--- config.mk ---
export PLATFORM = sky130hd
export DESIGN_NAME = nanomamba_snr_frame_collector_flat
export DESIGN_NICKNAME = d
export VERILOG_FILES = /design/src/rtl/nanomamba_snr_frame_collector_if.sv /design/src/rtl/nanomamba_snr_frame_collector.sv /design/src/flat_wrapper.sv
export SDC_FILE = /design/constraint.sdc
export NUM_CORES = 1
export LEC_CHECK = 0
export CORE_MARGIN = 4
export CORE_UTILIZATION = 66
export CTS_BUF_LIST = sky130_fd_sc_hd__clkbuf_16
export DETAILED_ROUTE_END_ITERATION = 16
export GPL_TIMING_DRIVEN = 0
export PLACE_DENSITY = 0.84
export SYNTH_ARGS = -nofsm -noshare
export SYNTH_HDL_FRONTEND = slang
export SYNTH_SLANG_ARGS = --single-unit
--- constraint.sdc ---
create_clock -name clk -period 7.5 [get_ports clk]
set_clock_uncertainty 0.1 [all_clocks]
set_input_delay 1.5 -clock clk [delete_from_list [all_inputs] [get_ports clk]]
set_output_delay 1.5 -clock clk [all_outputs]
set_load 0.05 [all_outputs]
--- src/rtl/nanomamba_snr_frame_collector_if.sv ---
// Bus bundle for nanomamba_snr_frame_collector.
// Carries the SNR sample stream (snr_in/snr_index/snr_valid/snr_frame_done),
// the random-access read port (rd_en/rd_addr/rd_data), the release
// handshake (frame_avail/frame_release/rd_seq) and the drop/statistics
// outputs (err_drop/drop_count/stat_mean/stat_min).
// The master modport is the producer/consumer side; the slave modport is
// the collector itself.
interface nanomamba_snr_frame_collector_if #(
  parameter int DATA_WIDTH = 8
);
  logic [DATA_WIDTH-1:0] snr_in;
  logic [5:0]            snr_index;
  logic                  snr_valid;
  logic                  snr_frame_done;
  logic                  frame_avail;
  logic                  rd_en;
  logic [5:0]            rd_addr;
  logic [DATA_WIDTH-1:0] rd_data;
  logic                  frame_release;
  logic [3:0]            rd_seq;
  logic                  err_drop;
  logic [7:0]            drop_count;
  logic [DATA_WIDTH-1:0] stat_mean;
  logic [DATA_WIDTH-1:0] stat_min;

  modport master (
    output snr_in, snr_index, snr_valid, snr_frame_done,
    output rd_en, rd_addr, frame_release,
    input  frame_avail, rd_data, rd_seq, err_drop, drop_count,
    input  stat_mean, stat_min
  );

  modport slave (
    input  snr_in, snr_index, snr_valid, snr_frame_done,
    input  rd_en, rd_addr, frame_release,
    output frame_avail, rd_data, rd_seq, err_drop, drop_count,
    output stat_mean, stat_min
  );
endinterface

--- src/rtl/nanomamba_snr_frame_collector.sv ---
// nanomamba_snr_frame_collector
// Receive-side endpoint for the per-mel-band SNR stream. Each frame must
// deliver bands 0..N_MELS-1 strictly in order; good frames are committed
// into a two-bank ping-pong buffer, anything else is dropped and counted.
// The consumer reads the oldest committed frame by band address and frees
// it with frame_release.
// Ports: clk, rst_n (async, active-low) and the slave modport of
// nanomamba_snr_frame_collector_if (stream in, read port, release
// handshake, drop pulse/counter, per-frame statistics).
// Optional feature: define SNR_FRAME_STATS_EN to build the frame mean/min
// statistics; without it stat_mean/stat_min are tied to zero.
module nanomamba_snr_frame_collector #(
  parameter int N_MELS     = 40,
  parameter int DATA_WIDTH = 8,
  parameter int RECIP      = 1639
) (
  input logic clk,
  input logic rst_n,
  nanomamba_snr_frame_collector_if.slave bus
);
  localparam logic [5:0] NM = 6'(N_MELS);

  logic [DATA_WIDTH-1:0] mem_q [2][N_MELS];
  logic [1:0]            full_q, full_d;
  logic [3:0]            seq_q [2];
  logic [3:0]            seq_d [2];
  logic                  wr_bank_q, wr_bank_d;
  logic                  rd_bank_q, rd_bank_d;
  logic [5:0]            exp_idx_q, exp_idx_d, exp_idx_eff_s;
  logic                  bad_q, bad_d, bad_eff_s;
  logic [3:0]            commit_seq_q, commit_seq_d;
  logic [7:0]            drop_count_q, drop_count_d;
  logic                  err_drop_q;
  logic                  frame_avail_q;
  logic [3:0]            rd_seq_q;
  logic [DATA_WIDTH-1:0] rd_data_q, rd_data_d;
  logic                  accept_s, commit_s, drop_s, release_s;

  // Sample acceptance, commit/drop decision and next state of the control registers
  always_comb begin
    accept_s      = bus.snr_valid && (bus.snr_index == exp_idx_q) &&
                    (exp_idx_q < NM) && !full_q[wr_bank_q];
    // The same-cycle sample counts toward the frame_done decision.
    exp_idx_eff_s = exp_idx_q + (accept_s ? 6'd1 : 6'd0);
    bad_eff_s     = bad_q | (bus.snr_valid & ~accept_s);
    commit_s      = bus.snr_frame_done && (exp_idx_eff_s == NM) &&
                    !bad_eff_s && !full_q[wr_bank_q];
    drop_s        = bus.snr_frame_done && !commit_s;
    release_s     = bus.frame_release && full_q[rd_bank_q];

    // Commit and release always hit different banks, so both masks apply.
    full_d        = (full_q & ~(release_s ? (2'b01 << rd_bank_q) : 2'b00)) |
                    (commit_s ? (2'b01 << wr_bank_q) : 2'b00);
    seq_d         = seq_q;
    seq_d[wr_bank_q] = commit_s ? commit_seq_q : seq_q[wr_bank_q];
    wr_bank_d     = wr_bank_q ^ commit_s;
    rd_bank_d     = rd_bank_q ^ release_s;
    exp_idx_d     = bus.snr_frame_done ? 6'd0 : exp_idx_eff_s;
    bad_d         = bus.snr_frame_done ? 1'b0 : bad_eff_s;
    commit_seq_d  = commit_s ? (commit_seq_q + 4'd1) : commit_seq_q;
    drop_count_d  = (drop_s && (drop_count_q != 8'hFF)) ? (drop_count_q + 8'd1) : drop_count_q;

    if (!bus.rd_en) begin
      rd_data_d = rd_data_q;
    end else if (full_q[rd_bank_q] && (bus.rd_addr < NM)) begin
      rd_data_d = mem_q[rd_bank_q][bus.rd_addr];
    end else begin
      rd_data_d = '0;
    end
  end

  // Control registers and registered read-side outputs
  always_ff @(posedge clk or negedge rst_n) begin
    if (!rst_n) begin
      full_q        <= 2'b00;
      seq_q[0]      <= 4'd0;
      seq_q[1]      <= 4'd0;
      wr_bank_q     <= 1'b0;
      rd_bank_q     <= 1'b0;
      exp_idx_q     <= 6'd0;
      bad_q         <= 1'b0;
      commit_seq_q  <= 4'd0;
      drop_count_q  <= 8'd0;
      err_drop_q    <= 1'b0;
      frame_avail_q <= 1'b0;
      rd_seq_q      <= 4'd0;
      rd_data_q     <= '0;
    end else begin
      full_q        <= full_d;
      seq_q         <= seq_d;
      wr_bank_q     <= wr_bank_d;
      rd_bank_q     <= rd_bank_d;
      exp_idx_q     <= exp_idx_d;
      bad_q         <= bad_d;
      commit_seq_q  <= commit_seq_d;
      drop_count_q  <= drop_count_d;
      err_drop_q    <= drop_s;
      // Registered from next state so a commit/release is visible at T+1.
      frame_avail_q <= full_d[rd_bank_d];
      rd_seq_q      <= seq_d[rd_bank_d];
      rd_data_q     <= rd_data_d;
    end
  end

  // Frame storage; contents of an empty bank are don't-care, so no reset
  always_ff @(posedge clk) begin
    if (accept_s) begin
      mem_q[wr_bank_q][exp_idx_q] <= bus.snr_in;
    end
  end

  assign bus.frame_avail = frame_avail_q;
  assign bus.rd_seq      = rd_seq_q;
  assign bus.rd_data     = rd_data_q;
  assign bus.err_drop    = err_drop_q;
  assign bus.drop_count  = drop_count_q;

`ifdef SNR_FRAME_STATS_EN
  logic [13:0]           sum_q, sum_d, sum_eff_s;
  logic [DATA_WIDTH-1:0] min_q, min_d, min_eff_s;
  logic [DATA_WIDTH-1:0] stat_mean_q, stat_mean_d;
  logic [DATA_WIDTH-1:0] stat_min_q, stat_min_d;
  logic [24:0]           prod_s;

  // Running sum/min including the current sample; mean via reciprocal multiply
  always_comb begin
    sum_eff_s   = sum_q + (accept_s ? 14'(bus.snr_in) : 14'd0);
    min_eff_s   = (accept_s && (bus.snr_in < min_q)) ? bus.snr_in : min_q;
    prod_s      = {11'd0, sum_eff_s} * 25'(RECIP);
    sum_d       = bus.snr_frame_done ? 14'd0 : sum_eff_s;
    min_d       = bus.snr_frame_done ? {DATA_WIDTH{1'b1}} : min_eff_s;
    stat_mean_d = commit_s ? prod_s[16 +: DATA_WIDTH] : stat_mean_q;
    stat_min_d  = commit_s ? min_eff_s : stat_min_q;
  end

  // Statistics registers; published values change only on commit
  always_ff @(posedge clk or negedge rst_n) begin
    if (!rst_n) begin
      sum_q       <= 14'd0;
      min_q       <= {DATA_WIDTH{1'b1}};
      stat_mean_q <= '0;
      stat_min_q  <= '0;
    end else begin
      sum_q       <= sum_d;
      min_q       <= min_d;
      stat_mean_q <= stat_mean_d;
      stat_min_q  <= stat_min_d;
    end
  end

  assign bus.stat_mean = stat_mean_q;
  assign bus.stat_min  = stat_min_q;
`else
  assign bus.stat_mean = '0;
  assign bus.stat_min  = '0;
`endif
endmodule

--- src/flat_wrapper.sv ---
// flat-port wrapper written by rule: the top's interface ports become plain ports
module nanomamba_snr_frame_collector_flat 
#(
  parameter int N_MELS     = 40,
  parameter int DATA_WIDTH = 8,
  parameter int RECIP      = 1639
)
  (clk, rst_n, bus_snr_in, bus_snr_index, bus_snr_valid, bus_snr_frame_done, bus_rd_en, bus_rd_addr, bus_frame_release, bus_frame_avail, bus_rd_data, bus_rd_seq, bus_err_drop, bus_drop_count, bus_stat_mean, bus_stat_min);
  nanomamba_snr_frame_collector_if #(.DATA_WIDTH(DATA_WIDTH)) bus_i ();
  input logic clk;
  input logic rst_n;
  input wire logic [$bits(bus_i.snr_in)-1:0] bus_snr_in;
  input wire logic [$bits(bus_i.snr_index)-1:0] bus_snr_index;
  input wire logic [$bits(bus_i.snr_valid)-1:0] bus_snr_valid;
  input wire logic [$bits(bus_i.snr_frame_done)-1:0] bus_snr_frame_done;
  input wire logic [$bits(bus_i.rd_en)-1:0] bus_rd_en;
  input wire logic [$bits(bus_i.rd_addr)-1:0] bus_rd_addr;
  input wire logic [$bits(bus_i.frame_release)-1:0] bus_frame_release;
  output wire logic [$bits(bus_i.frame_avail)-1:0] bus_frame_avail;
  output wire logic [$bits(bus_i.rd_data)-1:0] bus_rd_data;
  output wire logic [$bits(bus_i.rd_seq)-1:0] bus_rd_seq;
  output wire logic [$bits(bus_i.err_drop)-1:0] bus_err_drop;
  output wire logic [$bits(bus_i.drop_count)-1:0] bus_drop_count;
  output wire logic [$bits(bus_i.stat_mean)-1:0] bus_stat_mean;
  output wire logic [$bits(bus_i.stat_min)-1:0] bus_stat_min;
  assign bus_i.snr_in = bus_snr_in;
  assign bus_i.snr_index = bus_snr_index;
  assign bus_i.snr_valid = bus_snr_valid;
  assign bus_i.snr_frame_done = bus_snr_frame_done;
  assign bus_i.rd_en = bus_rd_en;
  assign bus_i.rd_addr = bus_rd_addr;
  assign bus_i.frame_release = bus_frame_release;
  assign bus_frame_avail = bus_i.frame_avail;
  assign bus_rd_data = bus_i.rd_data;
  assign bus_rd_seq = bus_i.rd_seq;
  assign bus_err_drop = bus_i.err_drop;
  assign bus_drop_count = bus_i.drop_count;
  assign bus_stat_mean = bus_i.stat_mean;
  assign bus_stat_min = bus_i.stat_min;
  nanomamba_snr_frame_collector #(.N_MELS(N_MELS), .DATA_WIDTH(DATA_WIDTH), .RECIP(RECIP)) u_core (.clk(clk), .rst_n(rst_n), .bus(bus_i));
endmodule
==> flow_summary.yaml <==
run_status:
  outcome: "finished clean"
critical_path:
  arrival_ns: 5.45
  crit_path_max_fanout: 5
  cp-end-kind: "flip-flop"
  worstPathRequired_ns: 7.87
  r2r_cells: 12
  startpoint_type: "input pin"
  path_class: "in -> reg"
power:
  p_per_area_nw_per_um2: 262
  power.leakage_nw: 10.2
  ir_worst_vdd_v: 0.000279
layout:
  drive_above_1_share: 0.186
  syn2layout_area_growth_pct: 12.7
  diodes: 0
  n_fill_cell: 2108
  final_common_cell: "edfxtp_1"
  nNetsFinal: 1583
  final_cell_mix: "edfxtp_1 (640), mux4_2 (128), nor2_1 (105)"
clocking:
  htree_levels: 3
  cts_tree: "done"
  cts_resized: 0
  holdBufCountCts: 0
  clkSinkCount: 685
  cts-root-buf: "clkbuf_16"
  cts_max_path_buffers: 3
  postCtsSetupRepairBufs: 0
  cts_buffers: 67
  worstSkewPairLatency_ns: 0.59
  path_clk_slew_ns: 0.06
routing:
  routed_via_density: 7.02
  postRouteAntennaNets: 0
  drt_wl_total_um: 67800
  post-route-drc-count: 0
  drt_iter0_markers: 2471
  avgRoutedWirePerCell_um: 31.9
  vias: 14900
  drtPass1Iterations: 6
yosys:
  synth.top_cells.by_area: "edfxtp_1 (71%), mux4_2 (11%), dfrtp_1 (4.2%), mux2i_1 (3.0%), nor2_1 (1.5%)"
  synthArstFlopShare: 0.0657
  synth_top_area_frac: 0.710
  synth_seq_area_share: 0.751
  ys.flop_type: "edfxtp_1"
  ys_types: 54
  synth_seq_cells: 685
  syn-cell-area_um2: 27100
  syn_inst: 1414
  yosysWarnings: 0
  avgSynthCellArea_um2: 19.1
  yosys.area.top_type: "edfxtp_1"
  synth-edff-count: 640
worst_hold_path:
  holdPathStages: 1
  hold_class: "reg -> reg"
die:
  rows: 73
  io_pins: 64
  start_util: 0.675
  die_width_um: 211
  dieArea_um2: 44300
  core_area_um2: 40100
  die_h_um: 211
sta:
  finalSetupViolCount: 0
  finalSetupTns_ns: 0
  slew_headroom: 0.212
  fin_crit_ns: 5.09
  maxSlewViolCount: 0
  fmax_mhz: 197
  worst_pin_slew_ns: 1.18
  worst_slack_ns: 2.41
  hold_viol_final: 0
  rsz0062_at_grt: "no"
  fin_crit_sh: 0.678
global_route:
  grt_max_degree: 81
  grt_overflow: 0
  grt_first_pass_wirelength_um: 99700
  antenna_found_initial: 1
  grtUsageTotal: 0.310
  grt_pass1_vias: 15200
place:
  dp_slack_ns: 1.94
  gp_congestion: 0.986
  post-dp-hpwl_um: 41800
  port_buffers: 44
run:
  drv_cap: 0
flip-flops by register name, summed over array words and instances (netlist names):
name / cells
u_core.mem_q: 640
u_core.bus.drop_count: 8
u_core.bus.rd_data: 8
u_core.seq_q: 8
u_core.exp_idx_q: 6
u_core.bus.rd_seq: 4
u_core.commit_seq_q: 4
u_core.full_q: 2
u_core.bad_q: 1
u_core.bus.err_drop: 1
u_core.bus.frame_avail: 1
u_core.rd_bank_q: 1
u_core.wr_bank_q: 1
critical path: stages:
cell and delay [ns]:
clkdlybuf4s50_1 0.45, inv_1 0.05, o31a_1 0.28, or4_1 0.62, inv_1 0.16, ha_1 0.20
ha_1 0.25, nor4bb_1 0.31, and3b_1 0.24, nand3b_1 0.12, nor4_1 0.85, mux2_2 0.43
cell usage after synthesis, types with 3 or more instances:
master      n
buf_2      23
a221oi_1   15
o21ai_0    32
a31oi_1     8
o22ai_1    16
buf_4      16
a22oi_1    14
and3_1      4
dfrtp_1    45
inv_1      18
a311oi_1    3
mux2_2     18
clkbuf_1   25
mux4_2    128
nor3_1      6
a21o_1      6
or3_1       5
o21a_1      3
buf_1      20
nand2_1    33
a21oi_1     9
nand3b_1    5
nand3_1    23
nor2_1    105
a211oi_1   21
xnor2_1    13
nand4_1     7
edfxtp_1  640
nand2b_1   12
nor2b_1    14
xor2_1      3
ha_1        8
mux2_4      4
mux2i_1    81
o221ai_1    8
cell families after synthesis:
logic type,Yosys count,share of synthesized area
flops,685,0.751
mux,231,0.146
simple gates,226,0.0390
compound gates,143,0.0364
buf+inv,104,0.0180
xor+xnor,16,0.00518
fa+ha+maj,8,0.00370
other cells,1,0.000139
layer usage:
metal | vias to the layer above | global-route usage | wire length [um]
li1 | 5961 | - | -
met5 | - | 0 | 8
met4 | 2 | 0.126 | 3100
met3 | 244 | 0.0838 | 8770
met2 | 1223 | 0.482 | 32500
met1 | 7477 | 0.430 | 23400
layout make-up:
class	count	area, um^2	area share
sequential	685	20300	0.667
multi-input combinational	640	6300	0.206
clock buffer	73	1830	0.0599
tap	525	657	0.0215
timing repair buffer	51	541	0.0177
buffer	85	415	0.0136
clock inverter	47	352	0.0115
inverter	19	71.3	0.00234
final timing paths:
kind	startpoint	end	slack [ns]
max reg2reg	u_core.exp_idx_q[0]$_DFF_PN0_	u_core.seq_q[7]$_DFF_PN0_	3.22
max in group asynchronous	rst_n	u_core.bus.rd_data[5]$_DFFE_PN0P_	6.02
min	u_core.bus.drop_count[4]$_DFFE_PN0P_	u_core.bus.drop_count[4]$_DFFE_PN0P_	0.41
max	bus_snr_index[5]	u_core.seq_q[7]$_DFF_PN0_	2.41
min in group asynchronous	rst_n	u_core.seq_q[2]$_DFF_PN0_	0.76
min reg2reg	u_core.bus.drop_count[4]$_DFFE_PN0P_	u_core.bus.drop_count[4]$_DFFE_PN0P_	0.41
where the power goes:
| part | switching (mW) | total [mW] | internal [mW] |
|---|---|---|---|
| sequential | 0.0229 | 4.22 | 4.19 |
| combinational | 0.288 | 0.423 | 0.135 |
| clock | 1.39 | 3.34 | 1.95 |
per-stage QoR:
step	area (um^2)	util	total power, mW	std cells	hold slack (ns)
3_5_place_dp	28300	0.706	4.71	2005	0.395
4_1_cts	30500	0.761	7.98	2125	0.411
2_1_floorplan	27100	-	4.52	1429	0.375
3_3_place_gp	28200	0.704	4.70	1998	0.392
6_report	30500	0.761	7.98	2125	0.407
5_1_grt	30500	0.761	8.19	2125	0.420
Note: power is estimated with default switching activity, not from simulation.
==> edit (config.mk and constraints unchanged) <==
`DATA_WIDTH` is set to 8 in 3 places; all go to 7.
--- a/src/rtl/nanomamba_snr_frame_collector_if.sv
+++ b/src/rtl/nanomamba_snr_frame_collector_if.sv
@@ -6,7 +6,7 @@
 // The master modport is the producer/consumer side; the slave modport is
 // the collector itself.
 interface nanomamba_snr_frame_collector_if #(
-  parameter int DATA_WIDTH = 8
+  parameter int DATA_WIDTH = 7
 );
   logic [DATA_WIDTH-1:0] snr_in;
   logic [5:0]            snr_index;
--- a/src/rtl/nanomamba_snr_frame_collector.sv
+++ b/src/rtl/nanomamba_snr_frame_collector.sv
@@ -11,7 +11,7 @@
 // statistics; without it stat_mean/stat_min are tied to zero.
 module nanomamba_snr_frame_collector #(
   parameter int N_MELS     = 40,
-  parameter int DATA_WIDTH = 8,
+  parameter int DATA_WIDTH = 7,
   parameter int RECIP      = 1639
 ) (
   input logic clk,
--- a/src/flat_wrapper.sv
+++ b/src/flat_wrapper.sv
@@ -2,7 +2,7 @@
 module nanomamba_snr_frame_collector_flat 
 #(
   parameter int N_MELS     = 40,
-  parameter int DATA_WIDTH = 8,
+  parameter int DATA_WIDTH = 7,
   parameter int RECIP      = 1639
 )
   (clk, rst_n, bus_snr_in, bus_snr_index, bus_snr_valid, bus_snr_frame_done, bus_rd_en, bus_rd_addr, bus_frame_release, bus_frame_avail, bus_rd_data, bus_rd_seq, bus_err_drop, bus_drop_count, bus_stat_mean, bus_stat_min);
Interface: changed (resized bus_rd_data, bus_snr_in, bus_stat_mean and bus_stat_min); port bits go from 64 to 60. No check against the original RTL was run, so the function may have changed too.
==> edit against the original RTL <==
- wire length fell by 13%
- global-route usage decreased by 0.58 points
- sequential cell count is 81 lower
- cell area shrank 11%
- count of clock-buffer cells in the layout decreased by 14
- critical path depth rose by 1
- synthesized cell count down 9.3%
- register-to-register slack got worse by 0.37 ns
- largest cell class unchanged
- area after synthesis shrank 11%
- critical path type unchanged
- utilization about the same
- setup slack improved by 0.21 ns
- total power decreased by 9.7%
- sequential power decreased by 12%
==> edit: results (changes against the original RTL) <==
Critical path:
- The startpoint of the worst register-to-register path is u_core.rd_bank_q.
- The depth of the worst register-to-register path came to 11 (-1).
- The largest fanout on the critical path is 10 (+5).
- The slowest library cell on the worst path is sky130_fd_sc_hd__or4b_1.
- The worst-case register-to-register setup slack is 2.85 ns (-0.37 ns).
- The longest individual stage delay on the worst path is 0.53 ns (-0.32 ns).
- The arrival time of data at the critical path endpoint came to 5.27 ns (-0.18 ns).
- Broken down by cell family, the worst path's largest delay share belongs to compound AO/OA/AOI/OAI gates.
- The critical register-to-register path endpoint is u_core.bus.rd_seq[1].
- The critical path starts at bus_snr_index[3].

Power:
- The maximum vdd drop is 0.373 mV (+34%).
- The reported leakage power is 9.06 nW (-11%).

Detailed routing:
- The average wire per cell in the routed design is 30.7 microns (-3.8%).
- The detailed router's first-iteration violation count is 2,077 (-16%).
- The number of detailed-routing iterations run before antenna repair is 5 (-1).

Synth:
- The number of synthesized flops with an enable pin is 560 (-13%).
- Yosys attributes the largest share of cell area to sky130_fd_sc_hd__edfxtp_1 (70%), sky130_fd_sc_hd__mux4_2 (11%), sky130_fd_sc_hd__dfrtp_1 (4.6%), sky130_fd_sc_hd__mux2i_1 (2.4%), sky130_fd_sc_hd__nor2_1 (1.7%).
- The commonest cells after synthesis are sky130_fd_sc_hd__edfxtp_1 (560), sky130_fd_sc_hd__mux4_2 (123), sky130_fd_sc_hd__nor2_1 (111).
- The post-synthesis async set-or-reset flop share came to 7.28% (+0.72 points).
- The number of distinct library cells after synthesis is 60 (+11%).
- The share of the yosys chip area belonging to registers was 74.2% (-0.94 points).

Hold path:
- The worst min-delay path endpoint is u_core.seq_q[5].
- The launch instance of the worst min-delay path is u_core.seq_q[5].

Placed design:
- The worst setup slack after placement is 2.02 ns (+0.0830 ns).
- The number of buffer cells added on primary ports is 44 (unchanged).
- The final RePlAce weighted congestion is 0.955 (-3.1%).

Global routing:
- The first-pass GRT wire length is 87,900 microns (-12%).
- The global routing usage summed across all routing layers came to 30.4% (-0.58 points).
- The via count of the first global-routing pass is 13,800 (-9.0%).
- The maximum number of pins on one net before global-route repair is 49 (-40%).

Final layout:
- The flip-flop count of the largest register after layout was 560 (-13%).
- The number of nets at the end of the flow was 1,440 (-9.0%).
- The share of cells above drive strength 1 is 19.9% (+1.3 points).
- The fill cell instance count of the final layout was 1,844 (-13%).

Clock tree:
- The clock latency at the later pin of the worst-skew pair was 0.61 ns (+0.02 ns).
- The maximum level of the CTS H-tree is 2 (-1).
- The number of buffers added by the clock tree synthesis step is 57 (-15%).

STA:
- The actual slew at the worst max-slew pin is 1.09 ns (-0.0883 ns).
- The share of the clock period used by the worst path is 65.0% (-2.8 points).

Run status:
- The flow ran to the end, and the final reports show no timing, DRC or antenna violations.

Flow run:
- The max capacitance violation total was 0 (unchanged).
==> edit: cell count changes in the layout (fill, tap and decap cells not counted), sizes merged, moves of 8 or more <==
cell	delta
edfxtp	-80
nand2	+24
mux2i	-23
inv	-19
nor3	+19
a221oi	-14
buf	-13
o21ai	-13
clkbuf	-12
nand3	-10
a22oi	-8
xnor2	-8
==> edit: area by class of cell <==
class	instances	share of cell area, %
sequential	604	65.7
multi-input combinational	606	21.5
clock buffer	59	5.41
tap	461	2.12
timing repair buffer	52	2.06
clock inverter	48	1.68
buffer	74	1.37
inverter	12	0.165
antenna	1	0.00918
==> edit: logic make-up (layout without fill, tap and decap cells) <==
group                    count (synthesis)  in the layout  synth area share, %
adder cells (fa/ha/maj)                  8              8                0.415
flip-flops                             604            604                 74.2
buffers and inverters                   86            245                 1.73
AND/OR/NAND/NOR                        258            258                 4.91
other                                    1             15               0.0155
AO/OA/AOI/OAI                          108            108                 3.18
XOR/XNOR                                15             15                0.544
multiplexers                           203            203                 15.0
==> edit: routing by layer <==
layer	part of all wire, %	wire length, microns	track usage, %	up-vias
li1	-	-	-	5388
met1	36	20900	42.0	6686
met3	11	6330	7.22	220
met2	48	28400	47.6	978
met5	0	0	0	-
met4	5.5	3240	13.6	0
==> edit: report_power, final <==
group | total [mW] | internal (mW) | switching (mW)
sequential | 3.73 | 3.70 | 0.0272
combinational | 0.496 | 0.174 | 0.322
clock | 2.98 | 1.73 | 1.25
total | 7.20 | 5.61 | 1.60
==> edit: stage by stage <==
stage | cells | instance area (sq um) | hold slack [ns]
4_1_cts | 1916 | 27300 | 0.411
3_3_place_gp | 1801 | 25200 | 0.392
6_report | 1917 | 27300 | 0.416
2_1_floorplan | 1296 | 24200 | 0.381
3_5_place_dp | 1809 | 25300 | 0.395
5_1_grt | 1917 | 27300 | 0.434
